===== src/rtl/deser_pkg.sv =====
// Shared constants and state encoding for the 10-to-50 deserializer.
package deser_pkg;

    localparam int SLICE_W = 10;
    localparam int SLICES  = 5;
    localparam int WORD_W  = 50;
    localparam int CNT_W   = 3;   // holds slice index 0..4
    localparam int GOOD_W  = 4;   // holds good-frame count 0..14

    typedef enum logic [1:0] {
        HUNT    = 2'd0,
        ACQUIRE = 2'd1,
        LOCKED  = 2'd2
    } deser_state_e;

endpackage


===== src/rtl/deserializer_10to50_if.sv =====
// Slice input / word output bundle of the deserializer.
// master: the serializer-side driver; slave: the deserializer itself.
interface deserializer_10to50_if;

    logic [deser_pkg::SLICE_W-1:0] in_data;
    logic                          in_sync;
    logic [deser_pkg::WORD_W-1:0]  out_data;
    logic                          out_valid;
    logic                          locked;
    logic                          err;
    logic [7:0]                    err_cnt;

    modport master (
        output in_data, in_sync,
        input  out_data, out_valid, locked, err, err_cnt
    );

    modport slave (
        input  in_data, in_sync,
        output out_data, out_valid, locked, err, err_cnt
    );

endinterface


===== src/rtl/deser_lock_fsm.sv =====
// Frame alignment tracker: hunt for a sync, count LOCK_WORDS clean frames,
// then stay locked until an early or missing sync. Emits a one-bit emit
// request on the sample carrying the last slice of a word to be output.
module deser_lock_fsm
    import deser_pkg::*;
#(
    parameter int LOCK_WORDS = 2  // 1..15
) (
    input  logic             clk,
    input  logic             rst,
    input  logic             in_sync_i,
    output logic [CNT_W-1:0] cnt_o,
    output logic             capture_o,
    output logic             emit_o,
    output logic             err_o,
    output logic             locked_o
);

    localparam logic [GOOD_W-1:0] LAST_GOOD = GOOD_W'(LOCK_WORDS - 1);
    localparam logic [CNT_W-1:0]  CNT_LAST  = CNT_W'(SLICES - 1);

    deser_state_e      state_q, state_d;
    logic [CNT_W-1:0]  cnt_q, cnt_d;
    logic [GOOD_W-1:0] good_q, good_d;
    logic              err_q, err_d;

    logic good_end, early_sync, missing_sync;

    assign good_end     =  in_sync_i && (cnt_q == CNT_LAST);
    assign early_sync   =  in_sync_i && (cnt_q != CNT_LAST);
    assign missing_sync = !in_sync_i && (cnt_q == CNT_LAST);

    // State, slice counter, good-frame counter and registered error pulse.
    always_ff @(posedge clk) begin
        if (rst) begin
            state_q <= HUNT;
            cnt_q   <= '0;
            good_q  <= '0;
            err_q   <= 1'b0;
        end else begin
            state_q <= state_d;
            cnt_q   <= cnt_d;
            good_q  <= good_d;
            err_q   <= err_d;
        end
    end

    // Next-state: alignment decisions based on where the sync lands.
    always_comb begin
        state_d = state_q;
        cnt_d   = cnt_q;
        good_d  = good_q;
        unique case (state_q)
            HUNT: begin
                if (in_sync_i) begin
                    state_d = ACQUIRE;
                    cnt_d   = '0;
                    good_d  = '0;
                end
            end
            ACQUIRE: begin
                if (good_end) begin
                    cnt_d = '0;
                    if (good_q == LAST_GOOD) begin
                        state_d = LOCKED;
                        good_d  = '0;
                    end else begin
                        good_d = good_q + GOOD_W'(1);
                    end
                end else if (early_sync) begin
                    cnt_d  = '0;
                    good_d = '0;
                end else if (missing_sync) begin
                    state_d = HUNT;
                    cnt_d   = '0;
                    good_d  = '0;
                end else begin
                    cnt_d = cnt_q + CNT_W'(1);
                end
            end
            LOCKED: begin
                if (good_end) begin
                    cnt_d = '0;
                end else if (early_sync) begin
                    state_d = ACQUIRE;
                    cnt_d   = '0;
                    good_d  = '0;
                end else if (missing_sync) begin
                    state_d = HUNT;
                    cnt_d   = '0;
                    good_d  = '0;
                end else begin
                    cnt_d = cnt_q + CNT_W'(1);
                end
            end
            default: begin
                state_d = HUNT;
                cnt_d   = '0;
                good_d  = '0;
            end
        endcase
    end

    // Outputs: emit on a good end that is (or completes) lock; error only when locked.
    always_comb begin
        capture_o = (state_q != HUNT);
        emit_o    = good_end && ((state_q == LOCKED) ||
                                 ((state_q == ACQUIRE) && (good_q == LAST_GOOD)));
        err_d     = (state_q == LOCKED) && (early_sync || missing_sync);
    end

    assign cnt_o    = cnt_q;
    assign err_o    = err_q;
    assign locked_o = (state_q == LOCKED);

endmodule


===== src/rtl/deserializer_10to50.sv =====
// 10-bit slice to 50-bit word deserializer with frame-lock tracking.
// Optional feature macro: DESER_ERRCNT_EN enables the saturating error
// counter on err_cnt; without it err_cnt is tied to zero.
module deserializer_10to50
    import deser_pkg::*;
#(
    parameter int LOCK_WORDS = 2  // 1..15
) (
    input  logic                  clk,
    input  logic                  rst,
    deserializer_10to50_if.slave  bus_if
);

    logic [CNT_W-1:0] cnt;
    logic             capture;
    logic             emit;
    logic             err;
    logic             locked;

    logic [SLICES-2:0][SLICE_W-1:0] slot_q, slot_d;
    logic [WORD_W-1:0]              out_data_q, out_data_d;
    logic                           out_valid_q;

    deser_lock_fsm #(
        .LOCK_WORDS (LOCK_WORDS)
    ) u_lock_fsm (
        .clk       (clk),
        .rst       (rst),
        .in_sync_i (bus_if.in_sync),
        .cnt_o     (cnt),
        .capture_o (capture),
        .emit_o    (emit),
        .err_o     (err),
        .locked_o  (locked)
    );

    // Slot write: slices 0..3 land in their slot; slice 4 goes straight to the output.
    always_comb begin
        slot_d = slot_q;
        if (capture && !cnt[2]) begin
            slot_d[cnt[1:0]] = bus_if.in_data;
        end
        out_data_d = emit ? {bus_if.in_data, slot_q} : out_data_q;
    end

    // Slot and output registers; the output word holds between strobes.
    always_ff @(posedge clk) begin
        if (rst) begin
            slot_q      <= '0;
            out_data_q  <= '0;
            out_valid_q <= 1'b0;
        end else begin
            slot_q      <= slot_d;
            out_data_q  <= out_data_d;
            out_valid_q <= emit;
        end
    end

`ifdef DESER_ERRCNT_EN
    logic [7:0] err_cnt_q, err_cnt_d;

    // Saturating error counter, advanced by each registered err pulse.
    always_comb begin
        err_cnt_d = (err && (err_cnt_q != 8'hFF)) ? err_cnt_q + 8'd1 : err_cnt_q;
    end

    // Error counter register; cleared only by reset.
    always_ff @(posedge clk) begin
        if (rst) begin
            err_cnt_q <= '0;
        end else begin
            err_cnt_q <= err_cnt_d;
        end
    end

    assign bus_if.err_cnt = err_cnt_q;
`else
    assign bus_if.err_cnt = 8'd0;
`endif

    assign bus_if.out_data  = out_data_q;
    assign bus_if.out_valid = out_valid_q;
    assign bus_if.locked    = locked;
    assign bus_if.err       = err;

endmodule


===== src/flat_wrapper.sv =====
// flat-port wrapper written by rule: the top's interface ports become plain ports
module deserializer_10to50_flat import deser_pkg::*;
#(
    parameter int LOCK_WORDS = 2          
)
  (clk, rst, bus_if_in_data, bus_if_in_sync, bus_if_out_data, bus_if_out_valid, bus_if_locked, bus_if_err, bus_if_err_cnt);
  deserializer_10to50_if bus_if_i ();
  input  logic clk;
  input  logic rst;
  input wire logic [$bits(bus_if_i.in_data)-1:0] bus_if_in_data;
  input wire logic [$bits(bus_if_i.in_sync)-1:0] bus_if_in_sync;
  output wire logic [$bits(bus_if_i.out_data)-1:0] bus_if_out_data;
  output wire logic [$bits(bus_if_i.out_valid)-1:0] bus_if_out_valid;
  output wire logic [$bits(bus_if_i.locked)-1:0] bus_if_locked;
  output wire logic [$bits(bus_if_i.err)-1:0] bus_if_err;
  output wire logic [$bits(bus_if_i.err_cnt)-1:0] bus_if_err_cnt;
  assign bus_if_i.in_data = bus_if_in_data;
  assign bus_if_i.in_sync = bus_if_in_sync;
  assign bus_if_out_data = bus_if_i.out_data;
  assign bus_if_out_valid = bus_if_i.out_valid;
  assign bus_if_locked = bus_if_i.locked;
  assign bus_if_err = bus_if_i.err;
  assign bus_if_err_cnt = bus_if_i.err_cnt;
  deserializer_10to50 #(.LOCK_WORDS(LOCK_WORDS)) u_core (.clk(clk), .rst(rst), .bus_if(bus_if_i));
endmodule

===== config.mk =====
export PLATFORM = sky130hd
export DESIGN_NAME = deserializer_10to50_flat
export DESIGN_NICKNAME = d
export VERILOG_FILES = /design/src/rtl/deser_pkg.sv /design/src/rtl/deserializer_10to50_if.sv /design/src/rtl/deser_lock_fsm.sv /design/src/rtl/deserializer_10to50.sv /design/src/flat_wrapper.sv
export SDC_FILE = /design/constraint.sdc
export NUM_CORES = 1
export LEC_CHECK = 0
export BUFFER_PORTS_ARGS = -buffer_cell sky130_fd_sc_hd__clkbuf_2
export CAP_MARGIN = 20
export CORE_MARGIN = 5
export CORE_UTILIZATION = 60
export CTS_BUF_LIST = sky130_fd_sc_hd__clkbuf_8
export CTS_CLUSTER_SIZE = 25
export DETAILED_ROUTE_END_ITERATION = 8
export PLACE_DENSITY = 0.91
export SLEW_MARGIN = 20
export SYNTH_ARGS = -nofsm -noshare
export SYNTH_HDL_FRONTEND = slang
export SYNTH_SLANG_ARGS = --single-unit

===== constraint.sdc =====
create_clock -name clk -period 3.5 [get_ports clk]
set_input_delay 0.7 -clock clk [delete_from_list [all_inputs] [get_ports clk]]
set_output_delay 0.7 -clock clk [all_outputs]
set_load 0.1 [all_outputs]

==> impl_metrics.tcl, run 1 <==
set metrics [dict create \
    status "complete, no violations" \
    p_total_mw 2.01 \
    power.switching_mw 0.545 \
    cts_tree "done" \
    grt.overflow.total 0 \
    fin_ws_ps 868 \
    instances_no_fill 629 \
    rows 29 \
    path_cells "inv_1, ha_1, clkbuf_2" \
    final_util_pct 68.5 \
    cp_data_arrival_time_ps 1930 \
    crit_family "buffers and inverters" \
    leakagePower_nw 1.63 \
    clock_latency_ps 370 \
    fin_worst_skew_ps 8.09 \
    wl_met1_um 3590 \
    vias 3398 \
    dpl.cell_count 613 \
    finalHoldViolations 0 \
    first_pass_iters 4 \
    viasPerCell 5.40 \
    combPwrFrac_pct 8.6 \
    internal_power_mw 1.47 \
    die_h_um 91.5 \
    timing.hold.ws_ps 459 \
    grt_use_total_pct 21.0 \
    io_buffers 65 \
    critical_path.max_stage_delay_ps 560 \
    synth_edf_count 0 \
    fin_area_um2 4400 \
    synth_top_area_share_pct 50.7 \
    ys_ff_latch 101 \
    cts-resized-gates 0 \
    remaining_drc_errors 0 \
    cp_slowest_cell "clkbuf_2" \
    ioPinCount 74 \
    diodes 0 \
    wire_per_inst_um 14.0 \
    switching_share_pct 27.1 \
    drv_cap 0 \
    coreArea_um2 6420 \
    post-route-period-util_pct 75.2 \
    cp_num_buf_inv 2 \
    crit_path_start_kind "flip-flop" \
    preCtsSetupSlack_ps 1190 \
    path_clk_slew_ps 90 \
    dieWidth_um 91.5 \
    endpoint_kind "output port" \
    synth_ff_type "dfxtp_1" \
    yosysWarningCount 0 \
    place_congestion 0.855 \
    top_layer "met4" \
    slew_headroom_pct 48.9 \
    required_ps 2800 \
    synthTopCellsByArea "dfxtp_1, nand2_1, a21oi_1" \
    die-area_um2 8380 \
    finalNetCount 568 \
    clockBufferDepth 2 \
    maxSlewViolCount 0 \
    max_freq_mhz 380 \
    powerDensity_nw_per_um2 458 \
    place_area_um2 4220 \
    drive_gt1_share_pct 16.3 \
    crit_fanout 14 \
    fin_setup_tns_ps 0 \
    cts_sinks 101 \
    synth_cell_types 44 \
    cts_root_buf "clkbuf_8" \
    grt_pass1_wl_um 14200 \
    cts_setup_buffers 0 \
    wl_met2_um 4470 \
    first_global_vias 3199 \
    syn_area_um2 3990 \
    hold_path.class "flip-flop to flip-flop" \
    ctsHtreeMaxLevel 3 \
    ctsHoldBuffers 0 \
    drtIter0Drc 262 \
    synth_seq_area_share_pct 50.7 \
    power_frac_seq_pct 58.4 \
    period_needed_ps 2630 \
    syn_inst 502 \
    rsz0062_at_grt "no" \
    cts_buffers 9 \
    dp_hpwl_um 6010 \
    grt_max_degree 58 \
    pwr-share-clk_pct 32.9 \
    start_util_pct 62.1 \
    met3_length_um 598 \
    area_delta_synth_final_pct 10.3 \
    avgSynthCellArea_um2 7.94 \
    yosys.area.top_type "dfxtp_1" \
    setup_viol 0 \
    nFillCells 524 \
    worst_pin_slew_ps 766 \
    routed_wl_um 8780 \
    synthArstFlopShare_pct 0 \
    vdd_ir_drop_max_mv 0.265 \
    critical_path_class "flip-flop to output port" \
    postRouteAntennaNets 0 \
    antenna_found_initial 0 \
]
==> flip-flops by register name, indices dropped and copies added (netlist names) <==
| register | flops |
|---|---|
| u_core.bus_if.out_data | 50 |
| u_core.slot_q | 40 |
| u_core.u_lock_fsm.err_o | 1 |
| u_core.u_lock_fsm.good_q | 4 |
| u_core.u_lock_fsm.state_q | 2 |
| u_core.bus_if.out_valid | 1 |
| u_core.u_lock_fsm.cnt_o | 3 |
==> per-layer routing <==
| layer | vias to the layer above | global-route usage (%) |
|---|---|---|
| met3 | 12 | 6.61 |
| li1 | 1714 | - |
| met5 | - | 0 |
| met4 | 0 | 8.67 |
| met1 | 1578 | 24.5 |
| met2 | 94 | 35.8 |
==> power groups by stage <==
stage               sequential [mW]  clock [mW]  combinational, mW
finish                         1.18       0.663              0.174
detailed placement             1.20           0              0.172
CTS                            1.18       0.678              0.173
floorplan                      1.20           0              0.142
global route                   1.18       0.730              0.190
global placement               1.20           0              0.167
==> synthesized netlist by cell type, types with 2 or more instances <==
cell type / instances
o41ai_1: 2
nor2_1: 8
inv_1: 4
buf_4: 8
o22ai_1: 2
mux2i_1: 2
ha_1: 8
nand2_1: 192
buf_2: 14
buf_6: 5
o211ai_1: 4
clkbuf_1: 13
a21oi_1: 99
and2_1: 4
nor2b_1: 4
o21ai_0: 3
nand3_1: 3
dfxtp_1: 101
==> final timing paths <==
path	end	slack, ps	from	depth (start not counted)
max	bus_if_locked	870	u_core.u_lock_fsm.state_q[0]$_SDFFE_PP0P_	3
min reg2reg	u_core.bus_if.out_data[18]$_SDFFE_PP0P_	460	u_core.bus_if.out_data[18]$_SDFFE_PP0P_	2
max reg2reg	u_core.bus_if.out_data[8]$_SDFFE_PP0P_	1170	u_core.u_lock_fsm.state_q[1]$_SDFFE_PP0P_	7
min	u_core.bus_if.out_data[18]$_SDFFE_PP0P_	460	u_core.bus_if.out_data[18]$_SDFFE_PP0P_	2
==> layout make-up <==
type | count | area, µm² | area share [%]
multi-input cells | 364 | 1750 | 39.8
flip-flops and latches | 101 | 2020 | 46.0
inverters | 4 | 15.0 | 0.341
well taps | 77 | 96.3 | 2.19
repair buffers | 67 | 340 | 7.74
clock buffers | 9 | 124 | 2.82
clock inverters | 7 | 52.6 | 1.19
==> tightest hold or removal path: cells and delay by family (launching register included) <==
family / cells / cell delay [ps]
AOI/OAI and AO/OA: 1 / 50
DFF: 1 / 320
and+or+nand+nor: 1 / 50
==> kinds of logic after synthesis <==
group,Yosys count,share of synthesized area [%]
flip-flops,101,50.7
AO/OA/AOI/OAI,121,16.8
XOR/XNOR,1,0.220
buffers and inverters,44,6.28
multiplexers,2,0.502
other,1,0.0940
adder cells (fa/ha/maj),8,2.51
AND/OR/NAND/NOR,224,22.9
==> cells in the final DEF (no fill, tap or decap), types with 2 or more instances in the layout <==
cell / instances
nand2_1: 192
dfxtp_1: 101
a21oi_1: 99
clkbuf_2: 64
clkbuf_8: 9
nor2_1: 8
ha_1: 8
conb_1: 8
inv_1: 5
and2_1: 4
nor2b_1: 4
o211ai_1: 4
nand3_1: 3
o21ai_0: 3
o41ai_1: 2
o22ai_1: 2
mux2i_1: 2
clkinv_4: 2
clkinvlp_4: 2
buf_4: 2
No activity file was read; power rests on OpenSTA's default activity.
==> run 2: changes to the inputs <==
--- a/config.mk
+++ b/config.mk
@@ -8,11 +8,11 @@
 export BUFFER_PORTS_ARGS = -buffer_cell sky130_fd_sc_hd__clkbuf_2
 export CAP_MARGIN = 20
 export CORE_MARGIN = 5
-export CORE_UTILIZATION = 60
+export CORE_UTILIZATION = 52
 export CTS_BUF_LIST = sky130_fd_sc_hd__clkbuf_8
 export CTS_CLUSTER_SIZE = 25
 export DETAILED_ROUTE_END_ITERATION = 8
-export PLACE_DENSITY = 0.91
+export PLACE_DENSITY = 0.84
 export SLEW_MARGIN = 20
 export SYNTH_ARGS = -nofsm -noshare
 export SYNTH_HDL_FRONTEND = slang
==> constraint.sdc (replaced) <==
create_clock -name clk -period 2.2 [get_ports clk]
set_input_delay 0.44 -clock clk [delete_from_list [all_inputs] [get_ports clk]]
set_output_delay 0.44 -clock clk [all_outputs]
set_load 0.1 [all_outputs]
==> impl_metrics.tcl, run 2 (same netlist as run 1, synthesis figures left out) <==
set metrics [dict create \
    status "complete, no violations" \
    ctsHoldBuffers 0 \
    clock_latency_ps 360 \
    fin_setup_tns_ps 0 \
    drv_cap 0 \
    hold_end "u_core.bus_if.out_data[40]$_SDFFE_PP0P_" \
    postRouteAntennaNets 0 \
    crit_fanout 9 \
    cts_tree "done" \
    dp_hpwl_um 6250 \
    setup_viol 0 \
    rsz0062_at_grt "no" \
    ctsHtreeMaxLevel 3 \
    viasPerCell 5.21 \
    drtIter0Drc 291 \
    start_util_pct 52.4 \
    required_ps 1760 \
    wire_per_inst_um 13.9 \
    critPathLaunch "u_core.u_lock_fsm.state_q[0]$_SDFFE_PP0P_" \
    period_needed_ps 2050 \
    p_total_mw 3.28 \
    powerDensity_nw_per_um2 726 \
    fin_ws_ps 150 \
    largest_reg_flops 50 \
    dieWidth_um 97.6 \
    leakagePower_nw 1.67 \
    rows 32 \
    grt.overflow.total 0 \
    die_h_um 97.6 \
    crit_path_start_kind "flip-flop" \
    post-route-period-util_pct 93.2 \
    vdd_ir_drop_max_mv 0.328 \
    die-area_um2 9520 \
    r2r_start "u_core.u_lock_fsm.state_q[0]$_SDFFE_PP0P_" \
    r2r_setup_slack_ps 310 \
    finalNetCount 572 \
    maxSlewViolCount 0 \
    cts_sinks 101 \
    cts_setup_buffers 0 \
    cts-resized-gates 0 \
    vias 3431 \
    area_delta_synth_final_pct 13.2 \
    worstHoldStart "bus_if_in_data[0]" \
    final_util_pct 59.3 \
    cts_buffers 9 \
    cp_data_arrival_time_ps 1610 \
    nFillCells 710 \
    first_global_vias 3220 \
    coreArea_um2 7610 \
    grt_use_total_pct 19.4 \
    remaining_drc_errors 0 \
    path_clk_slew_ps 100 \
    first_pass_iters 5 \
    preCtsSetupSlack_ps 339 \
    drive_gt1_share_pct 17.1 \
    antenna_found_initial 0 \
    final_cell_mix "nand2_1, dfxtp_1, a21oi_1" \
    grt_pass1_wl_um 15400 \
    slew_headroom_pct 53.9 \
    cts_root_buf "clkbuf_8" \
    layout_commonest_cell "nand2_1" \
    io_buffers 65 \
    routed_wl_um 9120 \
    grt_max_degree 73 \
    rr_endpoint "u_core.u_lock_fsm.cnt_o[2]$_SDFFE_PP0P_" \
    worst_pin_slew_ps 692 \
    max_freq_mhz 488 \
    critical_path_class "flip-flop to output port" \
    place_congestion 0.883 \
    endpoint_kind "output port" \
    diodes 0 \
    ioPinCount 74 \
    fin_worst_skew_ps 14.3 \
    finalHoldViolations 0 \
    hold_path.class "input pin to flip-flop" \
    hold-path-cell-count 3 \
    reg2reg_depth 6 \
    clockBufferDepth 2 \
]
==> run 2: critical path: stages, from the launching register on <==
cell	delay, ps
dfxtp_1	360
inv_1	120
ha_1	340
buf_4	240
buf_12	180
==> run 2: worst max-delay path by stage <==
stage / slack, ps / end / cells past startpoint
2_1_floorplan: 30 / u_core.u_lock_fsm.state_q[1]$_SDFFE_PP0P_ / 7
3_3_place_gp: 450 / u_core.slot_q[38]$_SDFFE_PP0P_ / 6
3_5_place_dp: 340 / u_core.u_lock_fsm.cnt_o[2]$_SDFFE_PP0P_ / 6
4_1_cts: 130 / bus_if_locked / 4
5_1_grt: 60 / bus_if_locked / 4
6_report: 150 / bus_if_locked / 4
==> run 2: layer usage <==
metal | track usage [%] | up-vias | wire length, µm
met3 | 3.37 | 17 | 538
li1 | - | 1725 | -
met2 | 34.1 | 110 | 4730
met1 | 23.2 | 1579 | 3680
met5 | 0 | - | 0
met4 | 8.41 | 0 | 174
==> run 2: where the power goes <==
group | switching [mW] | total [mW] | internal, mW
Combinational | 0.213 | 0.285 | 0.0717
Clock | 0.634 | 1.12 | 0.484
Sequential | 0.0187 | 1.87 | 1.85
Total | 0.866 | 3.28 | 2.41
==> run 2: final cells by class <==
cell class / count / area [µm²] / share of cell area (%)
Inverter: 4 / 15.0 / 0.333
Clock inverter: 5 / 38.8 / 0.859
Timing Repair Buffer: 71 / 410 / 9.09
Tap cell: 102 / 128 / 2.83
Clock buffer: 11 / 151 / 3.35
Sequential cell: 101 / 2020 / 44.8
Multi-Input combinational cell: 364 / 1750 / 38.7
==> run 2: through the flow <==
stage | instances | instance area (µm²) | hold WS, ps
2_1_floorplan | 509 | 4010 | 432
3_3_place_gp | 642 | 4320 | 438
3_5_place_dp | 642 | 4320 | 445
4_1_cts | 658 | 4510 | 368
5_1_grt | 658 | 4510 | 372
6_report | 658 | 4510 | 378
